`config.mk`:
```
export PLATFORM = sky130hd
export DESIGN_NAME = frame_buffer_ctrl
export DESIGN_NICKNAME = d
export VERILOG_FILES = /design/src/rtl/fb_pkg.sv /design/src/rtl/sat_counter.sv /design/src/rtl/frame_buffer_ctrl.sv
export SDC_FILE = /design/constraint.sdc
export NUM_CORES = 1
export LEC_CHECK = 0
export ABC_AREA = 1
export CAP_MARGIN = 15
export CORE_MARGIN = 2
export CORE_UTILIZATION = 30
export DETAILED_ROUTE_END_ITERATION = 16
export PLACE_DENSITY = 0.65
export SYNTH_ARGS = -nofsm -noshare
export SYNTH_HDL_FRONTEND = slang
export SYNTH_HIERARCHICAL = 1
export SYNTH_SLANG_ARGS = --single-unit
```
`constraint.sdc`:
```
create_clock -name clk -period 4.1 [get_ports clk]
set_clock_uncertainty 0.05 [all_clocks]
set_input_delay 0.82 -clock clk [delete_from_list [all_inputs] [get_ports clk]]
set_output_delay 0.82 -clock clk [all_outputs]
set_load 0.02 [all_outputs]
```
`src/rtl/fb_pkg.sv`:
```
// Shared types and constants for the frame-bank ping-pong controller.
package fb_pkg;

    localparam int unsigned NUM_BANKS         = 2;
    localparam int unsigned BANK_STATE_W      = 2;
    localparam int unsigned BANK_STATE_VEC_W  = NUM_BANKS * BANK_STATE_W;

    typedef enum logic [BANK_STATE_W-1:0] {
        BANK_FREE     = 2'd0,
        BANK_FILLING  = 2'd1,
        BANK_FULL     = 2'd2,
        BANK_DRAINING = 2'd3
    } bank_state_t;

endpackage

```
`src/rtl/sat_counter.sv`:
```
// Saturating up-counter with synchronous clear; clear has priority over inc.
module sat_counter #(
    parameter int unsigned WIDTH = 16
) (
    input  logic             clk,
    input  logic             clear,
    input  logic             inc,
    output logic [WIDTH-1:0] q
);

    localparam logic [WIDTH-1:0] MAX_VAL = {WIDTH{1'b1}};

    logic [WIDTH-1:0] q_q;
    logic [WIDTH-1:0] q_d;

    // Next count: clear, else increment unless already at all-ones.
    always_comb begin
        q_d = q_q;
        if (clear) begin
            q_d = '0;
        end else if (inc && (q_q != MAX_VAL)) begin
            q_d = q_q + WIDTH'(1);
        end
    end

    // Count register.
    always_ff @(posedge clk) begin
        q_q <= q_d;
    end

    assign q = q_q;

endmodule

```
`src/rtl/frame_buffer_ctrl.sv`:
```
// Ping-pong manager for two SPRAM frame banks shared by the camera writer and
// the SPI reader. Completed frames are handed out oldest-first.
// Optional macro FB_OVERWRITE_EN: when no bank is free at frame start, reclaim
// the oldest FULL bank for the new frame instead of only dropping it.
module frame_buffer_ctrl
    import fb_pkg::*;
#(
    parameter int unsigned FRAME_ADDR_W = 16,
    parameter int unsigned DROP_CNT_W   = 16
) (
    input  logic                    clk,
    input  logic                    nreset,
    input  logic                    cam_frame_start,
    input  logic                    cam_frame_done,
    input  logic [FRAME_ADDR_W-1:0] cam_wr_addr,
    output logic                    cam_wr_en,
    output logic [FRAME_ADDR_W:0]   spram_wr_addr,
    input  logic [FRAME_ADDR_W-1:0] rd_addr,
    output logic [FRAME_ADDR_W:0]   spram_rd_addr,
    output logic                    buffer_ready,
    input  logic                    frame_read_complete,
    output logic [DROP_CNT_W-1:0]   frames_dropped,
    output logic [3:0]              bank_state
);

    bank_state_t st_q [NUM_BANKS];
    bank_state_t st_d [NUM_BANKS];
    logic        wr_bank_q, wr_bank_d;
    logic        rd_bank_q, rd_bank_d;
    logic        older_q, older_d;
    logic        cam_wr_en_q, cam_wr_en_d;
    logic        buffer_ready_q, buffer_ready_d;
    logic        drop_inc;

    logic        any_full;
    logic        any_draining;
    logic        fill_found;
    logic        fill_idx;
    logic        grant;
    logic        grant_bank;
    logic        release_rd;
`ifdef FB_OVERWRITE_EN
    logic        reclaim_bank;
`endif

    // Bank lifecycle: done, then grant, then start (abort + allocate), then release.
    // Allocation runs before release so a bank freed this cycle is not reused.
    always_comb begin
        for (int i = 0; i < int'(NUM_BANKS); i++) begin
            st_d[i] = st_q[i];
        end
        wr_bank_d      = wr_bank_q;
        rd_bank_d      = rd_bank_q;
        older_d        = older_q;
        cam_wr_en_d    = cam_wr_en_q;
        buffer_ready_d = buffer_ready_q;
        drop_inc       = 1'b0;
`ifdef FB_OVERWRITE_EN
        reclaim_bank   = 1'b0;
`endif

        any_full     = (st_q[0] == BANK_FULL) || (st_q[1] == BANK_FULL);
        any_draining = (st_q[0] == BANK_DRAINING) || (st_q[1] == BANK_DRAINING);
        fill_found   = (st_q[0] == BANK_FILLING) || (st_q[1] == BANK_FILLING);
        fill_idx     = (st_q[1] == BANK_FILLING);
        grant        = !buffer_ready_q && !any_draining && any_full;
        grant_bank   = (st_q[older_q] == BANK_FULL) ? older_q : ~older_q;
        release_rd   = frame_read_complete && buffer_ready_q;

        // Frame completion: the filling bank becomes a candidate for reading.
        if (cam_frame_done && fill_found) begin
            st_d[fill_idx] = BANK_FULL;
            cam_wr_en_d    = 1'b0;
            if (st_q[~fill_idx] != BANK_FULL) begin
                older_d = fill_idx;
            end
        end

        // Reader grant of the oldest full bank.
        if (grant) begin
            st_d[grant_bank] = BANK_DRAINING;
            rd_bank_d        = grant_bank;
            buffer_ready_d   = 1'b1;
        end

        // Frame start: abort any in-progress frame, then allocate.
        if (cam_frame_start) begin
            for (int i = 0; i < int'(NUM_BANKS); i++) begin
                if (st_d[i] == BANK_FILLING) begin
                    st_d[i] = BANK_FREE;
                end
            end
            if (st_d[0] == BANK_FREE) begin
                st_d[0]     = BANK_FILLING;
                wr_bank_d   = 1'b0;
                cam_wr_en_d = 1'b1;
            end else if (st_d[1] == BANK_FREE) begin
                st_d[1]     = BANK_FILLING;
                wr_bank_d   = 1'b1;
                cam_wr_en_d = 1'b1;
            end else begin
                drop_inc    = 1'b1;
                cam_wr_en_d = 1'b0;
`ifdef FB_OVERWRITE_EN
                reclaim_bank = (st_d[older_q] == BANK_FULL) ? older_q : ~older_q;
                if (st_d[reclaim_bank] == BANK_FULL) begin
                    st_d[reclaim_bank] = BANK_FILLING;
                    wr_bank_d          = reclaim_bank;
                    cam_wr_en_d        = 1'b1;
                    if (st_d[~reclaim_bank] == BANK_FULL) begin
                        older_d = ~reclaim_bank;
                    end
                end
`endif
            end
        end

        // Reader release: draining bank returns to the free pool.
        if (release_rd) begin
            st_d[rd_bank_q] = BANK_FREE;
            buffer_ready_d  = 1'b0;
            if (st_d[~rd_bank_q] == BANK_FULL) begin
                older_d = ~rd_bank_q;
            end
        end
    end

    // Control registers with synchronous active-low reset.
    always_ff @(posedge clk) begin
        if (!nreset) begin
            for (int i = 0; i < int'(NUM_BANKS); i++) begin
                st_q[i] <= BANK_FREE;
            end
            wr_bank_q      <= 1'b0;
            rd_bank_q      <= 1'b0;
            older_q        <= 1'b0;
            cam_wr_en_q    <= 1'b0;
            buffer_ready_q <= 1'b0;
        end else begin
            for (int i = 0; i < int'(NUM_BANKS); i++) begin
                st_q[i] <= st_d[i];
            end
            wr_bank_q      <= wr_bank_d;
            rd_bank_q      <= rd_bank_d;
            older_q        <= older_d;
            cam_wr_en_q    <= cam_wr_en_d;
            buffer_ready_q <= buffer_ready_d;
        end
    end

    // Dropped-frame counter, cleared with the rest of the controller.
    sat_counter #(
        .WIDTH (DROP_CNT_W)
    ) u_drop_cnt (
        .clk   (clk),
        .clear (~nreset),
        .inc   (drop_inc),
        .q     (frames_dropped)
    );

    assign cam_wr_en     = cam_wr_en_q;
    assign buffer_ready  = buffer_ready_q;
    assign spram_wr_addr = {wr_bank_q, cam_wr_addr};
    assign spram_rd_addr = {rd_bank_q, rd_addr};
    assign bank_state    = {BANK_STATE_W'(st_q[1]), BANK_STATE_W'(st_q[0])};

endmodule

```
## Yosys cells after proc, flatten, opt, wreduce, memory -nomap -nowiden

Memories as Yosys holds them, arrays and structs flattened. A register that Yosys moved wholly into a read port is not among the register bits.
Cells that the tools add are included.

- Bits in registers: 21
- RAM bits: 4
- Input port bits: 37
- Logic and storage cells: 101
- Memories: 1

Memories:

| name | words | width | read ports | clocked after Yosys merged registers in | write ports | RTL line | source |
|---|---|---|---|---|---|---|---|
| st_q | 2 | 2 | 4 | 1 | 2 | frame_buffer_ctrl.sv:26 | `bank_state_t st_q [NUM_BANKS];` |

- Add/subtract/negate cells: 1
- $lt $le $gt $ge: 7
- Equality and inequality tests: 12
- Muxes and demuxes: 39
- Bitwise logic cells: 16
- Reductions and logical operators: 19

Operator list:

| kind | count |
|---|---|
| two-way mux 2 bit | 15 |
| two-way mux 1 bit | 17 |
| adder 16 x 1 -> 16 bit (second input constant) | 1 |
| two-way mux 4 bit | 4 |
| != test 16 bit (second input constant) | 1 |
| == test 2 bit (second input constant) | 6 |
| == test 2 x 1 -> 1 bit (second input constant) | 4 |
| greater-or-equal comparator 2 bit (second input constant) | 4 |
| logical AND 1 bit | 8 |
| inverter 1 -> 2 bit | 4 |
| demux 2 bit (select 1 bit) | 3 |
| < comparator 2 x 1 -> 1 bit (second input constant) | 3 |
| AND 4 bit | 1 |
| logical NOT 2 bit | 2 |
| inverter 1 bit | 4 |
| inverter 4 bit | 1 |
| OR 4 bit | 1 |
| nonzero test 2 bit | 2 |
| logical OR 1 bit | 3 |
| AND 2 bit | 1 |
| logical NOT 1 bit | 2 |
| != test 2 bit (second input constant) | 1 |
| inverter 2 bit | 1 |
| OR 1 bit | 2 |
| 3 further kinds | 3 |

## Depth between registers and ports, before layout

Gate-level depths: netlist of run 1.

- Depth after elaboration: 26
- Depth in mapped cells: 17
- Gate-level depth less buffers: 16

## Cells and area by module

Netlist of run 1, hierarchy kept.

Modules (own cells, without submodules):

| module | times used | cells each | area each (µm²) | seq. area each (µm²) |
|---|---|---|---|---|
| sat_counter | 1 | 149 | 929.6 | 320.3 |
| frame_buffer_ctrl | 1 | 120 | 849.6 | 200.2 |

## Worst setup path before layout of run 1

OpenSTA, ideal clock, no wires.

- Path kind: input-to-reg
- From: in cam_frame_done
- To: reg u_drop_cnt.q_q[13] (netlist: u_drop_cnt/q[13])
- Library setup time: 0.115 ns
- Arrival time: 2.022 ns
- Required time: 3.935 ns
- Slack: 1.913 ns
- Stages: 13
- Buffers on the path: 1
- Cells stage by stage: nand3_2 > nand2_1 > clkinv_1 > nand2_1 > nand3_1 > inv_1 > buf_2 > nand3_1 > or2_0 > nor2_1 > nand3_1 > nand2_1 > nor2_1

- Longest elaborated chain between the ends: 12
- Elaborated cells between the ends (all ways): 16

Ends and longest elaborated chain:

| element | RTL line | source |
|---|---|---|
| start, declared | frame_buffer_ctrl.sv:14 | `input logic cam_frame_done,` |
| logical AND 1 bit (*) | frame_buffer_ctrl.sv:71 | `if (cam_frame_done && fill_found) begin` |
| two-way mux 4 bit (*) | frame_buffer_ctrl.sv:71 |  |
| OR 4 bit (no source line) | - |  |
| two-way mux 4 bit (*) | frame_buffer_ctrl.sv:80 | `if (grant) begin` |
| == test 2 x 1 -> 1 bit | frame_buffer_ctrl.sv:89 | `if (st_d[i] == BANK_FILLING) begin` |
| two-way mux 2 bit | frame_buffer_ctrl.sv:89 |  |
| two-way mux 2 bit | frame_buffer_ctrl.sv:87 | `if (cam_frame_start) begin` |
| logical NOT 2 bit | frame_buffer_ctrl.sv:97 | `end else if (st_d[1] == BANK_FREE) begin` |
| two-way mux 1 bit | frame_buffer_ctrl.sv:97 |  |
| two-way mux 1 bit (*) | frame_buffer_ctrl.sv:93 | `if (st_d[0] == BANK_FREE) begin` |
| two-way mux 1 bit (*) | frame_buffer_ctrl.sv:87 |  |
| via drop_inc | frame_buffer_ctrl.sv:33 | `logic drop_inc;` |
| logical AND 1 bit (*) | sat_counter.sv:21 | `end else if (inc && (q_q != MAX_VAL)) begin` |
| end signal, assigned | sat_counter.sv:28 | `q_q <= q_d;` |
| end, declared | sat_counter.sv:13 | `logic [WIDTH-1:0] q_q;` |

The timed path passes the listed nets; every way through them passes the cells marked *. The select of a mux whose other input is x is not followed.
A chain may end at the register's enable or synchronous reset.

## Worst setup path after layout of run 1

- From: in cam_frame_done
- To: reg u_drop_cnt.q_q[14] (netlist: u_drop_cnt/q[14])

The elaborated chain is that of the path after synthesis.

==> impl_metrics.ini, run 1 <==
[outcome]
status = finished, final reports clean

[floorplanning]
start_util_pct = 30.6
core-area_um2 = 5820
dieArea_um2 = 6560
die_w_um = 81.0
die_h_um = 81.0
ios = 93
rows = 28

[final_layout]
final_common_cell = nand2_1
syn_to_final_growth_pct = 8.30
drive_gt1_share_pct = 12.5
final_nets = 304
final_cell_mix = 66 x nand2_1, 38 x nor2_1, 28 x inv_1, 28 x clkdlybuf4s50_1, 26 x dfxtp_1
antenna_cells = 0

[routing]
vias = 1512
firstDrtPassIters = 4
drt-wirelength-per-cell_um = 10.6
viasPerCell = 4.46
drt_iter0_drc = 62
ant_nets = 0
route.final.wire_length_um = 3600
drc_errors = 0

[setup_path]
critPathRequiredTime_ps = 4210
cp_data_arrival_time_ps = 2760
ff2ff_setup_slack_ps = 1820
crit_type = in2reg
crit_fanout = 8
r2r_start = st_q[1][1]
start_kind = input port
cp-end-kind = flop
timing.critical_path.from = cam_frame_done

[yosys]
yosysSeqAreaShare_pct = 29.3
yosys_warnings = 6
syn_area_um2 = 1780
synth.avg_cell_area_um2 = 6.61
synthCells = 269
synth_edf_count = 0
synth_top_flop_cell = dfxtp_1
syn-num-nets = 307
async_flop_share_pct = 0
ys_types = 26
ys_ff_latch = 26

[sta]
tightest_slew_ps = 527
period_needed_ps = 2650
whs_ps = 432
final_max_slew_viol_count = 0
fin_tns_setup_ps = 0
relSlewSlack_pct = 64.8
rsz0062_at_grt = no
max_freq_mhz = 378
setup_violations = 0
period_share_pct = 64.6
finalHoldViolCount = 0

[global_route]
grt_antenna_before_repair = 0
grt_pass1_wl_um = 5770
grt_max_degree = 17
track_usage_pct = 11.0
grt-ovfl-total = 0
grt_pass1_vias = 1377

[clocking]
clock_latency_ps = 260
postCtsSetupRepairBufs = 0
ctsResizeCount = 0
h-tree-depth = 1
hold_buffers = 0
clockBufferDepth = 2
clkTransAtPathRegs_ps = 80
cts_made_buffers = 3
cts_num_sinks = 26
cts_tree = done
cts-root-buf = clkbuf_8

[job]
maxCapViolCount = 0

[placement]
dp_hpwl_um = 2840
gp_congestion = 0.844
port_buffers = 28

[worst_hold_path]
hp-start = wr_bank_q
hold_class = reg2reg

[power]
power_leakage_nw = 0.784
power.density_nw_per_um2 = 468
vdd_drop_max_v = 0.000191
## final cells by class
type | instances | area (um2)
clock buffers | 3 | 41.3
inverters | 31 | 116
multi-input cells | 176 | 875
fillers | 668 | 3890
well taps | 75 | 93.8
repair buffers | 28 | 280
flip-flops and latches | 26 | 520
## Yosys cell counts (2+ instances only)
| cell | instances | share of area, % |
|---|---|---|
| nand2_1 | 66 | 14 |
| nor2_1 | 38 | 8.0 |
| buf_4 | 34 | 14 |
| inv_1 | 28 | 5.9 |
| dfxtp_1 | 26 | 29 |
| nand3_1 | 17 | 4.8 |
| a21oi_1 | 14 | 3.9 |
| nor2_2 | 10 | 3.5 |
| nand3_2 | 6 | 3.4 |
| nand2_2 | 5 | 1.8 |
| o21ai_0 | 5 | 1.4 |
| nand4_1 | 3 | 1.1 |
| inv_2 | 2 | 0.42 |
| nor2_4 | 2 | 1.3 |
| nor2_8 | 2 | 2.3 |
## sequential cells by signal, indices dropped and copies added (netlist names), named ones only
signal        count
buffer_ready      1
cam_wr_en         1
older_q           1
rd_bank_q         1
st_q              4
u_drop_cnt/q     16
wr_bank_q         1
## worst max-delay path, stage by stage
cell             delay [ps]
clkdlybuf4s50_1         510
nand3_2                 100
nand2_1                 100
clkinv_1                 80
nand2_1                 110
nand3_1                 110
inv_1                   210
nand2_1                 130
inv_1                    90
nand3_1                 130
nor2_1                  160
nand3_1                  80
nand2_1                  70
nor2_1                   40
## layer usage
metal	vias up	routed length, um	GRT usage [%]
met1	685	1710	13.4
met2	24	1650	18.9
met3	6	179	1.33
met4	0	63	5.93
met5	-	0	0
li1	797	-	-
## kinds of logic after synthesis
family / after synthesis / synth area share [%]
simple gates: 151 / 40.6
buf+inv: 67 / 21.6
flops: 26 / 29.3
compound gates: 24 / 7.88
fa+ha+maj: 1 / 0.703
## where the power goes
| group | switching [W] | total, W | internal [W] |
|---|---|---|---|
| Combinational | 0.000258 | 0.000421 | 0.000163 |
| Sequential | 0.0000452 | 0.000342 | 0.000297 |
| Clock | 0.0000742 | 0.000140 | 0.0000657 |
## stage by stage
stage / utilization, % / setup WS [ps] / cells / power [W] / cell area, um2
floorplan: - / 1910 / 269 / 0.000699 / 1780
global placement: 32.4 / 1260 / 336 / 0.000767 / 1890
detailed placement: 32.4 / 1190 / 336 / 0.000769 / 1890
CTS: 33.1 / 1480 / 339 / 0.000913 / 1930
global route: 33.1 / 1270 / 339 / 0.000971 / 1930
finish: 33.1 / 1450 / 339 / 0.000902 / 1930
## path summary, 6_finish.rpt
| path | endpoint | cells after the start |
|---|---|---|
| min | wr_bank_q | 2 |
| max reg2reg | u_drop_cnt/q[14] | 15 |
| max | u_drop_cnt/q[14] | 14 |
| min reg2reg | wr_bank_q | 2 |
(Power assumes the default switching activity.)
==> run 2, diff against run 1 <==
--- a/config.mk
+++ b/config.mk
@@ -10,7 +10,7 @@
 export CORE_MARGIN = 2
 export CORE_UTILIZATION = 30
 export DETAILED_ROUTE_END_ITERATION = 16
-export PLACE_DENSITY = 0.65
+export PLACE_DENSITY = 0.67
 export SYNTH_ARGS = -nofsm -noshare
 export SYNTH_HDL_FRONTEND = slang
 export SYNTH_HIERARCHICAL = 1
==> constraint.sdc (replaced) <==
create_clock -name clk -period 2.2 [get_ports clk]
set_clock_uncertainty 0.05 [all_clocks]
set_input_delay 0.44 -clock clk [delete_from_list [all_inputs] [get_ports clk]]
set_output_delay 0.44 -clock clk [all_outputs]
set_load 0.02 [all_outputs]
==> run 2 against run 1 <==
Effect of this change: via count rose by 4.7%; clock-buffer cell count rose by 1; combinational power grew 120%; flip-flop and latch count stayed put.
==> impl_metrics.ini, run 2 (synthesis gave the netlist of run 1 again) <==
[setup_path]
critPathRequiredTime_ps = 2330
start_kind = flop
rr_endpoint = u_drop_cnt/q[13]
setup.worst_path.end = u_drop_cnt/q[13]
r2r_start = st_q[1][1]
crit_fanout = 7
cp_data_arrival_time_ps = 2090
cp-end-kind = flop
ff2ff_setup_slack_ps = 230
reg2regPathDepth = 15
timing.critical_path.from = st_q[1][1]
crit_type = reg2reg

[sta]
finalHoldViolCount = 0
setup_slack_ps = 232
fin_tns_setup_ps = 0
period_needed_ps = 1970
whs_ps = 428
max_freq_mhz = 508
relSlewSlack_pct = 65.6
setup_violations = 0
tightest_slew_ps = 515
period_share_pct = 89.5
final_max_slew_viol_count = 0

[final_layout]
drive_gt1_share_pct = 19.6
final_nets = 315
final_cell_mix = 64 x nand2_1, 37 x nor2_1, 27 x clkdlybuf4s50_1
largest_reg_flops = 16
syn_to_final_growth_pct = 15.1
fin_util_pct = 35.2
antenna_cells = 0
final_common_cell = nand2_1

[routing]
firstDrtPassIters = 4
vias = 1583
drt-wirelength-per-cell_um = 11.0
route.final.wire_length_um = 3850
drc_errors = 0
ant_nets = 0
drt_iter0_drc = 73
viasPerCell = 4.51

[global_route]
grt_antenna_before_repair = 0
grt_pass1_vias = 1393
track_usage_pct = 11.6
grt_max_degree = 17
grt-ovfl-total = 0
grt_pass1_wl_um = 5970

[floorplanning]
ios = 93
start_util_pct = 30.6
die_h_um = 81.0
dieArea_um2 = 6560
rows = 28
die_w_um = 81.0
core-area_um2 = 5820

[power]
vdd_drop_max_v = 0.000325
power_leakage_nw = 0.854
power.density_nw_per_um2 = 930

[placement]
dp_hpwl_um = 2930
gp_congestion = 0.840
port_buffers = 28
dpl_worst_slack_ps = -268

[clocking]
cts_made_buffers = 3
clockBufferDepth = 2
hold_buffers = 0
cts-root-buf = clkbuf_8
cts_num_sinks = 26
cts_tree = done
h-tree-depth = 1
clock_latency_ps = 270
clkTransAtPathRegs_ps = 90

[outcome]
status = finished, final reports clean

[worst_hold_path]
hold_class = reg2reg
min_delay_path_depth = 2

[job]
maxCapViolCount = 0
-- run 2: worst min-delay path by stage --
stage / start / end
6_report: wr_bank_q / wr_bank_q
5_1_grt: wr_bank_q / wr_bank_q
4_1_cts: wr_bank_q / wr_bank_q
3_5_place_dp: wr_bank_q / wr_bank_q
3_3_place_gp: wr_bank_q / wr_bank_q
2_1_floorplan: wr_bank_q / wr_bank_q
-- run 2: power breakdown --
group	switching (W)	internal, W
sequential	0.0000866	0.000563
combinational	0.000540	0.000404
clock	0.000150	0.000160
-- run 2: worst max-delay path, stage by stage (launching register included) --
cell and delay (ps):
dfxtp_2 360, inv_1 60, nand2_1 80, o21ai_2 90, nand3_2 110, nand2_1 100
clkinv_1 90, nand2_2 70, nand3_1 100, inv_2 120, nand3_1 90, or2_0 220
nor2_2 120, nand3_1 80, nand2_1 90, nor2_1 40
-- run 2: layout make-up --
cell class,count,area [um2]
inverter,31,116
fill,637,3770
multi-input combinational,176,890
sequential,26,528
tap,75,93.8
timing repair buffer,39,365
clock buffer,4,55.1
-- run 2: metrics by stage --
step	cells	total power, W	cell area [um2]
after floorplan	269	0.00130	1780
after global placement	343	0.00151	1940
after detailed placement	343	0.00153	1940
after CTS	347	0.00185	1990
after global routing	351	0.00203	2050
final	351	0.00190	2050
-- run 2: per-layer routing --
metal	share of wire, %	routed length [um]	up-vias	global-route usage (%)
li1	-	-	819	-
met1	45	1740	709	14.2
met2	46	1750	46	19.1
met3	6.0	232	9	2.00
met4	3.1	121	0	6.61
met5	0	0	-	0
-- run 2: timing repair --
action / CTS / global route
buffers inserted: 0 / 4
gates resized for setup: 0 / 12
endpoints found under the setup margin: 0 / 11
==> run 3, diff against run 2 <==
--- a/config.mk
+++ b/config.mk
@@ -11,6 +11,7 @@
 export CORE_UTILIZATION = 30
 export DETAILED_ROUTE_END_ITERATION = 16
 export PLACE_DENSITY = 0.67
+export REMOVE_ABC_BUFFERS = 1
 export SYNTH_ARGS = -nofsm -noshare
 export SYNTH_HDL_FRONTEND = slang
 export SYNTH_HIERARCHICAL = 1
==> run 3 against run 2 <==
Effect of this change: fmax down 0.52%; cell count down 0.57%; core utilization is 0.065 points lower; critical path type unchanged; global-route usage increased by 4.5 points; sequential share of layout area about the same; first-iteration DRC count shrank 8.2%; power increased by 2.3%; die area unchanged; clock-buffer cell count decreased by 1.
==> impl_metrics.ini, run 3 (synthesis gave the netlist of run 1 again) <==
[worst_hold_path]
hold_class = reg2reg
hp-start = wr_bank_q

[setup_path]
rr_endpoint = u_drop_cnt/q[13]
start_kind = flop
cp_data_arrival_time_ps = 2110
r2r_start = st_q[0][0]
cp-end-kind = flop
setup.worst_path.end = u_drop_cnt/q[13]
critPathRequiredTime_ps = 2330
reg2regPathDepth = 15
timing.critical_path.from = st_q[0][0]
crit_type = reg2reg
ff2ff_setup_slack_ps = 220
crit_fanout = 4

[clocking]
hold_buffers = 0
cts_made_buffers = 3
cts_tree = done
clkTransAtPathRegs_ps = 90
h-tree-depth = 1
cts_num_sinks = 26
clock_latency_ps = 270
clockBufferDepth = 2
cts-root-buf = clkbuf_8

[sta]
max_freq_mhz = 505
fin_tns_setup_ps = 0
final_max_slew_viol_count = 0
setup_slack_ps = 222
period_needed_ps = 1980
relSlewSlack_pct = 65.7
tightest_slew_ps = 514
setup_violations = 0
finalHoldViolCount = 0
rsz0062_at_grt = no
period_share_pct = 89.9

[routing]
vias = 1628
drc_errors = 0
route.final.wire_length_um = 5040
ant_nets = 0
drt-wirelength-per-cell_um = 14.4
drt_iter0_drc = 67
firstDrtPassIters = 4
viasPerCell = 4.66

[final_layout]
drive_gt1_share_pct = 18.6
final_nets = 313
largest_reg_flops = 16
seq_area_um2 = 528
multi_input_area_um2 = 885
antenna_cells = 0
final_cell_mix = 65 x nand2_1, 37 x nor2_1, 27 x inv_1, 27 x clkdlybuf4s50_1, 22 x dfxtp_1
fill_cells = 635
syn_to_final_growth_pct = 14.9
final_common_cell = nand2_1

[floorplanning]
start_util_pct = 30.6
die_w_um = 81.0
dieArea_um2 = 6560
core-area_um2 = 5820
die_h_um = 81.0
rows = 28
ios = 93

[power]
vdd_drop_max_v = 0.000370
power_leakage_nw = 0.849
power.density_nw_per_um2 = 952

[global_route]
grt_pass1_vias = 1540
grt_antenna_before_repair = 0
grt-ovfl-total = 0
track_usage_pct = 16.0
grt_max_degree = 17
grt_pass1_wl_um = 7820

[outcome]
status = finished, final reports clean

[placement]
port_buffers = 28
dp_hpwl_um = 4020
gp_congestion = 0.872
dpl_worst_slack_ps = -230

[job]
maxCapViolCount = 0
## run 3: changes by cell type in the layout (fill, tap and decap cells not counted), sizes merged
cell	change
buf	-2
bufinv	+1
clkbuf	-1
## run 3: how the worst min path moves through the flow
stage	end	depth (start not counted)	slack (ps)
6_report	wr_bank_q	2	430
5_1_grt	wr_bank_q	2	460
4_1_cts	wr_bank_q	2	430
3_5_place_dp	wr_bank_q	2	420
3_3_place_gp	wr_bank_q	2	420
2_1_floorplan	wr_bank_q	2	500
## run 3: power breakdown
group          internal [W]  switching, W  total [W]
Clock              0.000244      0.000159   0.000402
Sequential         0.000561     0.0000799   0.000641
Combinational      0.000381      0.000522   0.000903
Total               0.00119      0.000761    0.00195
## run 3: layer usage
metal / global-route usage (%) / share of wire, % / up-vias
li1: - / - / 815
met1: 20.2 / 46 / 738
met2: 22.0 / 40 / 69
met3: 10.6 / 13 / 6
met4: 4.24 / 1.1 / 0
met5: 4.17 / 0 / -
## run 3: layout make-up
class,instances,share of cell area (%)
Clock buffer,3,2.02
Clock inverter,1,1.47
Timing Repair Buffer,37,17.1
Inverter,31,5.69
Multi-Input combinational cell,176,43.3
Sequential cell,26,25.8
Tap cell,75,4.59
## run 3: timing repair
item	4_1_cts	5_1_grt
endpoints found under the setup margin	0	11
setup buffers	0	2
resized for setup	0	10
## run 3: worst max-delay path, cell delays in order, from the launching register on
cell and delay, ps:
dfxtp_2 350, inv_1 100, nand2_1 60, nand2_1 80, inv_2 60, nor2_8 120
nand3_2 100, nand2_1 120, nand3_2 90, inv_2 90, nand3_1 100, or2_0 220
nor2_1 120, nand3_1 90, nand2_1 80, nor2_1 40
## run 3: stage by stage
step           std cells  total power, W  util (%)  hold WS (ps)  area [um2]
5_1_grt              349         0.00208      35.2           457        2040
6_report             349         0.00195      35.2           429        2040
3_5_place_dp         343         0.00152      33.3           425        1940
4_1_cts              347         0.00192      34.6           433        2010
2_1_floorplan        233         0.00120         -           499        1510
3_3_place_gp         343         0.00150      33.3           417        1940
